===== src/rtl/disp_pkg.sv =====
// Shared definitions for the display path: digit count, decimal ceiling,
// BCD nibble type and the converter state encoding.
package disp_pkg;
    localparam int NUM_DIGITS = 4;
    localparam int MAX_DEC    = 9999;

    typedef logic [3:0] bcd_t;

    typedef enum logic [0:0] {
        IDLE  = 1'b0,
        SHIFT = 1'b1
    } conv_state_t;
endpackage


===== src/rtl/bcd_digit_adj.sv =====
// Double-dabble digit correction: a BCD digit of 5 or more gets +3 before the
// shift, so that the shift carries cleanly into the next decade.
module bcd_digit_adj
    import disp_pkg::*;
(
    input  bcd_t din,
    output bcd_t dout
);
    assign dout = (din >= 4'd5) ? bcd_t'(din + 4'd3) : din;
endmodule


===== src/rtl/bin_to_bcd_conv.sv =====
// Sequential binary-to-BCD converter (shift-add-3), one input bit per clock,
// with a stable registered 4-digit result for the seven-segment scanner.
module bin_to_bcd_conv
    import disp_pkg::*;
#(
    parameter int BIN_W = 14
) (
    input  logic             clk,
    input  logic             rst_n,
    input  logic [BIN_W-1:0] in_bin,
    input  logic             in_valid,
    output logic             in_ready,
    output logic [15:0]      disps,
    output logic             done,
    output logic             ovf
);
    localparam int CNT_W = $clog2(BIN_W);

    conv_state_t          state_p0;
    logic [BIN_W-1:0]     bin_p0;
    logic [15:0]          bcd_p0;
    logic [CNT_W-1:0]     cnt_p0;
    logic                 ovf_pend_p0;
    logic [15:0]          adj;
    logic [15:0]          bcd_next;

    // Constant-false for BIN_W < 14, leaving ovf permanently low.
    function automatic logic is_ovf(input logic [BIN_W-1:0] v);
        return 32'(v) > 32'(MAX_DEC);
    endfunction

    function automatic logic [BIN_W-1:0] sat_dec(input logic [BIN_W-1:0] v);
        return is_ovf(v) ? BIN_W'(MAX_DEC) : v;
    endfunction

    for (genvar g = 0; g < NUM_DIGITS; g++) begin : g_adj
        bcd_digit_adj u_adj (
            .din  (bcd_p0[4*g +: 4]),
            .dout (adj[4*g +: 4])
        );
    end

    assign bcd_next = {adj[14:0], bin_p0[BIN_W-1]};
    assign in_ready = (state_p0 == IDLE);

    always_ff @(posedge clk) begin
        if (!rst_n) begin
            state_p0    <= IDLE;
            bin_p0      <= '0;
            bcd_p0      <= '0;
            cnt_p0      <= '0;
            ovf_pend_p0 <= 1'b0;
            disps       <= 16'h0000;
            done        <= 1'b0;
            ovf         <= 1'b0;
        end else begin
            done <= 1'b0;
            case (state_p0)
                IDLE: begin
                    if (in_valid) begin
                        bin_p0      <= sat_dec(in_bin);
                        ovf_pend_p0 <= is_ovf(in_bin);
                        bcd_p0      <= '0;
                        cnt_p0      <= '0;
                        state_p0    <= SHIFT;
                    end
                end
                SHIFT: begin
                    bcd_p0 <= bcd_next;
                    bin_p0 <= bin_p0 << 1;
                    cnt_p0 <= cnt_p0 + CNT_W'(1);
                    // Final bit: publish result and return to IDLE together.
                    if (cnt_p0 == CNT_W'(BIN_W - 1)) begin
                        disps    <= bcd_next;
                        ovf      <= ovf_pend_p0;
                        done     <= 1'b1;
                        state_p0 <= IDLE;
                    end
                end
                default: state_p0 <= IDLE;
            endcase
        end
    end
endmodule


===== config.mk =====
export PLATFORM = sky130hd
export DESIGN_NAME = bin_to_bcd_conv
export DESIGN_NICKNAME = d
export VERILOG_FILES = /design/src/rtl/disp_pkg.sv /design/src/rtl/bcd_digit_adj.sv /design/src/rtl/bin_to_bcd_conv.sv
export SDC_FILE = /design/constraint.sdc
export NUM_CORES = 1
export LEC_CHECK = 0
export CORE_UTILIZATION = 45
export CTS_BUF_LIST = sky130_fd_sc_hd__clkbuf_2
export CTS_CLUSTER_DIAMETER = 50
export DETAILED_ROUTE_END_ITERATION = 10
export PLACE_DENSITY_LB_ADDON = 0.3
export SYNTH_ARGS = -nofsm -noshare
export SYNTH_HDL_FRONTEND = slang
export SYNTH_SLANG_ARGS = --single-unit

===== constraint.sdc =====
create_clock -name clk -period 2.5 [get_ports clk]
set_input_delay 0.375 -clock clk [delete_from_list [all_inputs] [get_ports clk]]
set_output_delay 0.375 -clock clk [all_outputs]
set_load 0.02 [all_outputs]

==> results of run 1 <==
==> area by class of cell <==
cell class	count	area, sq um
Clock buffer	6	30.03
Sequential cell	54	1081
Fill cell	496	2246
Multi-Input combinational cell	208	1310
Timing Repair Buffer	45	425.4
Inverter	13	48.80
Clock inverter	2	8.758
Tap cell	70	87.58
==> cells in the mapped netlist (all sizes together) <==
master and instances:
mux2 3, o22ai 6, dfxtp 54, nand2 43
o221ai 2, a21oi 17, xnor2 4, buf 10
o311a 1, nor4 1, mux2i 12, inv 12
nand3b 2, o211a 6, o211ai 6, nand4 3
o21a 1, o21ai 28, nor3 6, nor2 6
a21boi 8, nor3b 9, clkinv 1, nor2b 6
a21bo 1, and4 1, clkbuf 6, ha 10
nand3 17, nand2b 6, and2 3
==> critical path: stages (launching register included) <==
cell	delay (ns)
sky130_fd_sc_hd__dfxtp_1	0.42
sky130_fd_sc_hd__clkinv_1	0.11
sky130_fd_sc_hd__clkdlybuf4s50_1	0.55
==> cells by family (layout without fill, tap and decap cells) <==
family | after synthesis | count (layout) | share of synthesized area
muxes | 15 | 15 | 0.06107
AOI/OAI and AO/OA | 76 | 76 | 0.1892
adders and majority gates | 10 | 10 | 0.04965
xor gates and xnor gates | 4 | 4 | 0.01390
buffers and inverters | 29 | 66 | 0.05114
and+or+nand+nor | 103 | 103 | 0.2061
DFF | 54 | 54 | 0.4290
==> cell usage in the layout, fill, tap and decap left out, types with 10 or more instances in the layout <==
master | Yosys | routed
sky130_fd_sc_hd__clkdlybuf4s50_1 | 0 | 35
sky130_fd_sc_hd__nand3_1 | 17 | 17
sky130_fd_sc_hd__a21oi_1 | 16 | 16
sky130_fd_sc_hd__inv_1 | 12 | 12
sky130_fd_sc_hd__dfxtp_1 | 54 | 54
sky130_fd_sc_hd__o21ai_0 | 27 | 27
sky130_fd_sc_hd__nand2_1 | 42 | 42
sky130_fd_sc_hd__buf_4 | 3 | 10
sky130_fd_sc_hd__ha_1 | 10 | 10
sky130_fd_sc_hd__mux2i_1 | 12 | 12
==> stage by stage <==
stage,power (mW),hold WS (ns),utilization
floorplan,1.007,0.4356,-
global placement,1.064,0.4567,0.5638
detailed placement,1.067,0.4599,0.5638
CTS,1.393,0.4883,0.5712
global route,1.442,0.5065,0.5712
finish,1.377,0.4865,0.5712
==> flip-flops by register name, indices dropped and copies added (netlist names) <==
name and count:
done 1, bin_p0 14, state_p0 1, disps 16
cnt_p0 4, ovf 1, ovf_pend_p0 1, bcd_p0 16
==> worst min-delay path by stage <==
stage | from | endpoint | slack [ns] | depth (start not counted)
finish | disps[6] | disps[6] | 0.49 | 2
global route | disps[1] | disps[1] | 0.51 | 2
CTS | disps[2] | disps[2] | 0.49 | 2
detailed placement | disps[2] | disps[2] | 0.46 | 2
global placement | disps[6] | disps[6] | 0.46 | 2
floorplan | ovf_pend_p0 | ovf_pend_p0 | 0.44 | 2
==> report_power, final <==
part	switching [mW]	internal [mW]
Clock	0.258	0.0688
Sequential	0.0144	0.887
Combinational	0.0771	0.0711
Total	0.350	1.03
==> per-layer routing <==
layer	GRT usage	vias up
li1	-	1095
met1	0.2370	974
met2	0.3009	27
met3	0.04048	11
met4	0.06731	0
met5	0	-
==> insert_results.sql, run 1 <==
INSERT INTO impl_metrics (metric_group, metric, value, unit) VALUES
('status', 'outcome', 'complete, no violations', ''),
('setup_path', 'regToRegEndpoint', 'disps[13]', ''),
('cts', 'clk_root_buffer_cell', 'sky130_fd_sc_hd__clkbuf_2', ''),
('place', 'placed_cell_area', '0.002953', 'sq mm'),
('logic_synthesis', 'netlist-cell-type-count', '36', ''),
('logic_synthesis', 'ys_top_cells_by_area', 'sky130_fd_sc_hd__dfxtp_1 43%, sky130_fd_sc_hd__nand2_1 6.3%, sky130_fd_sc_hd__o21ai_0 5.4%, sky130_fd_sc_hd__ha_1 5.0%, sky130_fd_sc_hd__mux2i_1 4.8%', ''),
('logic_synthesis', 'yosys_register_bits', '54', ''),
('timing', 'timing_hold_violations_final', '0', ''),
('routing', 'detailroute.wirelength.met2', '2298', 'microns'),
('cts', 'tritoncts_num_sinks', '54', ''),
('cts', 'path_clk_slew', '0.24', 'ns'),
('setup_path', 'timing.reg2reg.setup_slack', '0.80', 'ns'),
('timing', 'timing_worst_slew_pin_value', '0.4578', 'ns'),
('layout', 'area_growth_syn_to_layout', '18.72', '%'),
('routing', 'wl_met1', '2530', 'microns'),
('floorplan', 'ioPinCount', '36', ''),
('grt', 'grt_use_total', '0.1843', ''),
('cts', 'cts_repair_resizes', '0', ''),
('grt', 'global_route_wire_length_before_repair', '8825', 'microns'),
('cts', 'clock_insertion_delay_worst_skew', '0.43', 'ns'),
('setup_path', 'critPathCapture', 'in_ready', ''),
('job', 'maxCapViolations', '0', ''),
('cts', 'hold_buffers', '0', ''),
('timing', 'relSlewSlack', '0.6939', ''),
('layout', 'ant_diodes', '0', ''),
('floorplan', 'fp.dieArea', '0.005903', 'sq mm'),
('timing', 'achievable-frequency', '0.5312', 'GHz'),
('logic_synthesis', 'synth.cell_area', '0.002520', 'sq mm'),
('setup_path', 'critical_path.startpoint', 'state_p0', ''),
('layout', 'design.final.nets', '354', ''),
('setup_path', 'worstSetupEndpointType', 'primary output', ''),
('routing', 'first_pass_iters', '4', ''),
('place', 'placement.setup.worst_slack', '0.6151', 'ns'),
('place', 'placement.io_buffers', '35', ''),
('setup_path', 'crit-reg2reg-launch', 'cnt_p0[0]', ''),
('layout', 'final-instance-count-excl-fill', '398', ''),
('cts', 'cts-root-to-sink-buffers', '2', ''),
('routing', 'drcViolationCount', '0', ''),
('pwr', 'powerDensity', '460.4', 'mW/mm^2'),
('floorplan', 'floorplan.core_area', '0.005238', 'sq mm'),
('timing', 'timing.setup.tns', '0', 'ns'),
('floorplan', 'initial_core_util', '0.4811', ''),
('setup_path', 'cp.required', '2.12', 'ns'),
('setup_path', 'worstSetupStartpointType', 'register', ''),
('logic_synthesis', 'synth.avg_cell_area', '8.660', 'sq um'),
('timing', 'final_max_slew_viol_count', '0', ''),
('floorplan', 'die_y', '76.83', 'microns'),
('logic_synthesis', 'synthesis.nets', '318', ''),
('logic_synthesis', 'syn-instance-count', '291', ''),
('timing', 'final_period_minus_worst_setup_slack', '1.882', 'ns'),
('cts', 'cts_made_buffers', '5', ''),
('routing', 'vias_after_detailed_routing', '2107', ''),
('cts', 'h-tree-depth', '2', ''),
('place', 'gpl.final_weighted_congestion', '0.8213', ''),
('timing', 'setup_viol', '0', ''),
('floorplan', 'fp-row-count', '26', ''),
('timing', 'post-route-worst-setup-slack', '0.6175', 'ns'),
('layout', 'final_layout_size_suffix_gt1_frac', '0.07317', ''),
('routing', 'drt_wl_total', '5077', 'microns'),
('routing', 'detail-route-antenna-nets', '0', ''),
('setup_path', 'critical_path_arrival', '1.51', 'ns'),
('grt', 'overflow', '0', ''),
('grt', 'grt_max_degree', '26', ''),
('grt', 'number_of_global_route_vias_before_repair', '1938', ''),
('routing', 'routed-wl-met3', '150', 'microns'),
('floorplan', 'chipWidth', '76.83', 'microns'),
('cts', 'cts_post_setup_buffers_inserted', '0', ''),
('place', 'detailedPlacementHpwl', '3648', 'microns'),
('routing', 'wl_per_cell', '12.76', 'microns'),
('setup_path', 'timing.setup.critical_path_class', 'register to primary output', ''),
('pwr', 'irDropWorstVdd', '211.4', 'uV');
Note: power is estimated with default switching activity, not from simulation.
==> run 2: changes to the inputs <==
clock period = 1.7 ns   (was 2.5 ns; I/O delays follow)
==> insert_results.sql, run 2 (synthesis gave the netlist of run 1 again) <==
INSERT INTO impl_metrics (metric_group, metric, value, unit) VALUES
('floorplan', 'initial_core_util', '0.4811', ''),
('floorplan', 'fp.dieArea', '0.005903', 'sq mm'),
('floorplan', 'ioPinCount', '36', ''),
('grt', 'global_route_wire_length_before_repair', '8880', 'microns'),
('layout', 'layout.filler_cells', '473', ''),
('timing', 'achievable-frequency', '0.6204', 'GHz'),
('cts', 'clk_root_buffer_cell', 'sky130_fd_sc_hd__clkbuf_2', ''),
('grt', 'number_of_global_route_vias_before_repair', '2000', ''),
('routing', 'drt_wl_total', '5066', 'microns'),
('pwr', 'powerDensity', '715.2', 'mW/mm^2'),
('timing', 'timing_worst_slew_pin_value', '0.4398', 'ns'),
('grt', 'antenna_violations_before_repair', '0', ''),
('worst_hold_path', 'min_path_type', 'primary input to register', ''),
('floorplan', 'floorplan.core_area', '0.005238', 'sq mm'),
('routing', 'first_pass_iters', '4', ''),
('place', 'gpl.final_weighted_congestion', '0.7661', ''),
('routing', 'top_signal_layer_used', 'met4', ''),
('grt', 'grt_use_total', '0.1844', ''),
('layout', 'multiInputGateArea', '0.001329', 'sq mm'),
('timing', 'relSlewSlack', '0.7068', ''),
('setup_path', 'worstSetupEndpointType', 'register', ''),
('job', 'maxCapViolations', '0', ''),
('pwr', 'reported_leakage_power', '1.362', 'nW'),
('floorplan', 'fp-row-count', '26', ''),
('routing', 'routed-wl-met3', '118', 'microns'),
('timing', 'final_max_slew_viol_count', '0', ''),
('layout', 'mostFrequentLayoutCells', '53 x sky130_fd_sc_hd__dfxtp_1, 42 x sky130_fd_sc_hd__nand2_1, 27 x sky130_fd_sc_hd__o21ai_0, 17 x sky130_fd_sc_hd__nand3_1, 16 x sky130_fd_sc_hd__clkdlybuf4s50_1', ''),
('setup_path', 'cp.required', '2.08', 'ns'),
('place', 'placement.setup.worst_slack', '-0.0003991', 'ns'),
('cts', 'h-tree-depth', '2', ''),
('setup_path', 'worstSetupStartpointType', 'register', ''),
('layout', 'area_growth_syn_to_layout', '22.84', '%'),
('timing', 'post-route-worst-setup-slack', '0.08803', 'ns'),
('routing', 'detail-route-antenna-nets', '0', ''),
('layout', 'final-seq-area', '0.001082', 'sq mm'),
('layout', 'final_layout_size_suffix_gt1_frac', '0.1048', ''),
('routing', 'vias_after_detailed_routing', '2092', ''),
('place', 'placement.io_buffers', '35', ''),
('layout', 'design.final.nets', '360', ''),
('pwr', 'irDropWorstVdd', '535.9', 'uV'),
('routing', 'routed_via_density', '5.178', ''),
('routing', 'wl_per_cell', '12.54', 'microns'),
('routing', 'detailroute.wirelength.met2', '2433', 'microns'),
('layout', 'mostFrequentLayoutCell', 'sky130_fd_sc_hd__dfxtp_1', ''),
('place', 'detailedPlacementHpwl', '3737', 'microns'),
('cts', 'cts-root-to-sink-buffers', '2', ''),
('timing', 'timing.setup.tns', '0', 'ns'),
('grt', 'overflow', '0', ''),
('setup_path', 'critical_path_arrival', '1.99', 'ns'),
('floorplan', 'die_y', '76.83', 'microns'),
('routing', 'drcViolationCount', '0', ''),
('grt', 'grt_max_degree', '26', ''),
('cts', 'cts_made_buffers', '5', ''),
('cts', 'cts_post_setup_buffers_inserted', '0', ''),
('timing', 'timing_hold_violations_final', '0', ''),
('layout', 'layout.core_utilization', '0.5910', ''),
('setup_path', 'timing.setup.critical_path_class', 'register to register', ''),
('floorplan', 'chipWidth', '76.83', 'microns'),
('pwr', 'report.power.total', '2.214', 'mW'),
('timing', 'finalClockSkew', '0.02772', 'ns'),
('routing', 'wl_met1', '2452', 'microns'),
('cts', 'tritoncts', 'yes', ''),
('layout', 'reg.largest.list', 'bcd_p0: 16 flops, disps: 16 flops, bin_p0: 14 flops', ''),
('timing', 'hold_slack', '0.3679', 'ns'),
('cts', 'path_clk_slew', '0.28', 'ns'),
('status', 'outcome', 'complete, no violations', ''),
('timing', 'final_period_minus_worst_setup_slack', '1.612', 'ns'),
('cts', 'tritoncts_num_sinks', '54', ''),
('cts', 'clock_insertion_delay_worst_skew', '0.45', 'ns'),
('layout', 'ant_diodes', '0', ''),
('routing', 'drt_iter0_markers', '73', ''),
('timing', 'period_share', '0.9482', ''),
('timing', 'setup_viol', '0', ''),
('setup_path', 'path_max_fanout', '5', '');
## run 2: area by class of cell
class	instances	share of cell area
inverter	13	0.01576
multi-input combinational	208	0.4293
timing repair buffer	51	0.1544
clock buffer	5	0.008084
clock inverter	3	0.01455
sequential	54	0.3496
tap	70	0.02829
## run 2: critical path, cell delays in order, from the launching register on
cell and delay, ns:
sky130_fd_sc_hd__dfxtp_1 0.38, sky130_fd_sc_hd__inv_1 0.12, sky130_fd_sc_hd__ha_1 0.25, sky130_fd_sc_hd__nand2b_1 0.10, sky130_fd_sc_hd__a21oi_2 0.19, sky130_fd_sc_hd__mux2_2 0.37, sky130_fd_sc_hd__o22ai_1 0.16
## run 2: path summary, 6_finish.rpt
| path | startpoint | end | slack, ns | cells after the start |
|---|---|---|---|---|
| worst max-delay path | bcd_p0[0] | disps[2] | 0.09 | 6 |
| worst max register to register | bcd_p0[0] | disps[2] | 0.09 | 6 |
| worst min-delay path | in_bin[7] | bin_p0[7] | 0.37 | 3 |
| worst min register to register | disps[6] | disps[6] | 0.48 | 2 |
## run 2: per-layer routing
| layer | vias up | track usage |
|---|---|---|
| li1 | 1099 | - |
| met1 | 969 | 0.2284 |
| met2 | 17 | 0.3214 |
| met3 | 7 | 0.03333 |
| met4 | 0 | 0.05769 |
| met5 | - | 0 |
## run 2: power by group
group / internal (mW) / switching (mW) / total (mW)
logic: 0.115 / 0.114 / 0.230
registers: 1.31 / 0.0214 / 1.33
clock network: 0.246 / 0.410 / 0.656
## run 2: what timing repair did
item | CTS | global route
hold buffers | 0 | 0
gates resized for setup | 15 | 9
setup endpoints to repair | 14 | 12
hold endpoints to repair | 0 | 0
## run 2: through the flow
step | std cells | area [sq um]
global route | 404 | 3095
floorplan | 291 | 2520
CTS | 404 | 3064
finish | 404 | 3095
detailed placement | 396 | 3010
global placement | 396 | 3010
==> run 3: changes to the inputs <==
clock period = 1.3 ns   (was 1.7 ns; I/O delays follow)
==> insert_results.sql, run 3 (synthesis gave the netlist of run 1 again) <==
INSERT INTO impl_metrics (metric_group, metric, value, unit) VALUES
('cts', 'cts-root-to-sink-buffers', '2', ''),
('status', 'outcome', 'finished, violations left', ''),
('timing', 'final_period_minus_worst_setup_slack', '1.463', 'ns'),
('timing', 'setup_viol', '18', ''),
('cts', 'h-tree-depth', '2', ''),
('grt', 'grtUsageMet1', '0.2725', ''),
('setup_path', 'path_max_fanout', '3', ''),
('layout', 'reg.largest.list', 'bcd_p0: 16 flops, disps: 16 flops, bin_p0: 14 flops', ''),
('layout', 'layout.core_utilization', '0.7504', ''),
('worst_hold_path', 'holdCritStartpoint', 'in_bin[0]', ''),
('setup_path', 'cp.required', '1.70', 'ns'),
('cts', 'hold_buffers', '0', ''),
('routing', 'routed_via_density', '5.405', ''),
('grt', 'grt_max_degree', '20', ''),
('timing', 'post-route-worst-setup-slack', '-0.1630', 'ns'),
('place', 'gpl.final_weighted_congestion', '0.7590', ''),
('setup_path', 'worstSetupStartpointType', 'register', ''),
('floorplan', 'die_y', '76.83', 'microns'),
('layout', 'final_layout_size_suffix_gt1_frac', '0.4738', ''),
('routing', 'first_pass_iters', '4', ''),
('grt', 'grt_use_total', '0.2211', ''),
('setup_path', 'worstSetupEndpointType', 'register', ''),
('timing', 'period_share', '1.125', ''),
('cts', 'clock_insertion_delay_worst_skew', '0.45', 'ns'),
('routing', 'drcViolationCount', '0', ''),
('floorplan', 'fp.dieArea', '0.005903', 'sq mm'),
('timing', 'relSlewSlack', '0.7459', ''),
('routing', 'drt_wl_total', '6776', 'microns'),
('routing', 'vias_after_detailed_routing', '2443', ''),
('grt', 'groute.layer.met2.usage', '0.3741', ''),
('routing', 'wl_per_cell', '14.99', 'microns'),
('setup_path', 'critical_path_arrival', '1.86', 'ns'),
('cts', 'clk_root_buffer_cell', 'sky130_fd_sc_hd__clkbuf_2', ''),
('timing', 'timing_hold_violations_final', '0', ''),
('cts', 'path_clk_slew', '0.26', 'ns'),
('floorplan', 'fp-row-count', '26', ''),
('layout', 'area_growth_syn_to_layout', '55.96', '%'),
('place', 'detailedPlacementHpwl', '4068', 'microns'),
('floorplan', 'chipWidth', '76.83', 'microns'),
('timing', 'achievable-frequency', '0.6835', 'GHz'),
('status', 'failed_checks', 'negative setup slack', ''),
('grt', 'globalRoute.busiestLayer', 'met2', ''),
('setup_path', 'timing.setup.critical_path_class', 'register to register', ''),
('timing', 'timing_worst_slew_pin_value', '0.3806', 'ns'),
('layout', 'design.final.nets', '408', ''),
('setup_path', 'crit-reg2reg-launch', 'bcd_p0[9]', ''),
('grt', 'number_of_global_route_vias_before_repair', '2311', ''),
('pwr', 'powerDensity', '760.9', 'mW/mm^2'),
('timing', 'finalClockSkew', '0.007602', 'ns'),
('cts', 'tritoncts_num_sinks', '54', ''),
('worst_hold_path', 'min_delay_path_depth', '3', ''),
('pwr', 'irDropWorstVdd', '710.4', 'uV'),
('grt', 'antenna_violations_before_repair', '0', ''),
('setup_path', 'reg2reg_depth', '6', ''),
('layout', 'multiInputGateArea', '0.001727', 'sq mm'),
('layout', 'mostFrequentLayoutCells', '45 x sky130_fd_sc_hd__buf_4, 41 x sky130_fd_sc_hd__nand2_1, 25 x sky130_fd_sc_hd__dfxtp_1, 24 x sky130_fd_sc_hd__dfxtp_2', ''),
('timing', 'hold_slack', '0.3522', 'ns'),
('place', 'placement.io_buffers', '35', ''),
('pwr', 'reported_leakage_power', '1.616', 'nW'),
('layout', 'mostFrequentLayoutCell', 'sky130_fd_sc_hd__buf_4', ''),
('setup_path', 'timing.reg2reg.setup_slack', '-0.16', 'ns'),
('routing', 'drt_iter0_markers', '152', ''),
('worst_hold_path', 'min_path_type', 'primary input to register', ''),
('pwr', 'report.power.total', '2.991', 'mW'),
('worst_hold_path', 'holdPathEnd', 'bin_p0[0]', ''),
('job', 'maxCapViolations', '0', ''),
('grt', 'grt.met3_usage', '0.04048', ''),
('layout', 'ant_diodes', '0', ''),
('floorplan', 'ioPinCount', '36', ''),
('setup_path', 'regToRegEndpoint', 'disps[10]', ''),
('place', 'placement.setup.worst_slack', '-0.3246', 'ns'),
('layout', 'layout.filler_cells', '359', ''),
('grt', 'overflow', '0', ''),
('layout', 'final-seq-area', '0.001130', 'sq mm'),
('timing', 'final_max_slew_viol_count', '0', ''),
('floorplan', 'floorplan.core_area', '0.005238', 'sq mm'),
('routing', 'detail-route-antenna-nets', '0', ''),
('timing', 'rsz_0062_raised_after_global_routing', 'true', ''),
('cts', 'cts_made_buffers', '5', ''),
('cts', 'tritoncts', 'yes', ''),
('grt', 'global_route_wire_length_before_repair', '10430', 'microns'),
('floorplan', 'initial_core_util', '0.4811', '');
[run 3: cell count changes in the layout (fill, tap and decap cells not counted), moves of 9 or more]
cell                            delta
sky130_fd_sc_hd__o21ai_0          -19
sky130_fd_sc_hd__o21ai_1          +17
sky130_fd_sc_hd__dlygate4sd2_1    -14
sky130_fd_sc_hd__buf_6            +15
sky130_fd_sc_hd__ha_4              +9
sky130_fd_sc_hd__buf_4            +30
sky130_fd_sc_hd__dfxtp_1          -28
sky130_fd_sc_hd__inv_1             -9
sky130_fd_sc_hd__dfxtp_2          +23
sky130_fd_sc_hd__buf_2            +18
sky130_fd_sc_hd__ha_1              -9
[run 3: area by class of cell]
cell class,instances,area share
clock buffers,7,0.008914
clock inverters,1,0.007641
inverters,13,0.01624
multi-input cells,208,0.4394
flip-flops and latches,54,0.2875
well taps,70,0.02229
repair buffers,99,0.2181
[run 3: worst max-delay path by stage]
stage / from / endpoint / slack [ns] / depth (start not counted)
after floorplan: bcd_p0[1] / disps[2] / -0.02 / 6
after global placement: in_bin[6] / ovf_pend_p0 / -0.25 / 5
after detailed placement: in_bin[6] / bin_p0[0] / -0.32 / 5
after CTS: bcd_p0[1] / disps[2] / -0.13 / 6
after global routing: bcd_p0[1] / disps[2] / -0.19 / 6
final: bcd_p0[9] / disps[10] / -0.16 / 6
[run 3: metrics by stage]
stage | area [sq um] | std cells | setup TNS [ns]
after global routing | 3930 | 452 | -2.522
after floorplan | 2666 | 291 | -0.03480
final | 3930 | 452 | -1.018
after global placement | 3410 | 430 | -5.053
after CTS | 3771 | 449 | -0.9674
after detailed placement | 3410 | 430 | -6.137
[run 3: per-layer routing]
metal	vias to the layer above	share of wire
met3	14	0.034
met4	0	0.028
met2	55	0.50
met5	-	0
met1	1167	0.44
li1	1207	-
[run 3: where the power goes]
part	switching [mW]	total (mW)	internal (mW)
clock network	0.531	0.872	0.341
registers	0.0306	1.73	1.70
logic	0.181	0.391	0.210
total	0.743	2.99	2.25
[run 3: what timing repair did]
| item | in CTS | in global routing |
|---|---|---|
| gates cloned | 1 | 1 |
| pin swaps | 13 | 21 |
| setup buffers | 10 | 5 |
| setup endpoints to repair | 48 | 54 |
| gates resized for setup | 124 | 89 |
| hold endpoints to repair | 0 | 0 |
[run 3: worst max-delay path: stages, from the launching register on]
cell                       delay (ns)
sky130_fd_sc_hd__dfxtp_4         0.43
sky130_fd_sc_hd__inv_4           0.05
sky130_fd_sc_hd__ha_4            0.14
sky130_fd_sc_hd__nand2b_4        0.14
sky130_fd_sc_hd__a21oi_4         0.15
sky130_fd_sc_hd__mux2_4          0.33
sky130_fd_sc_hd__o22ai_1         0.16
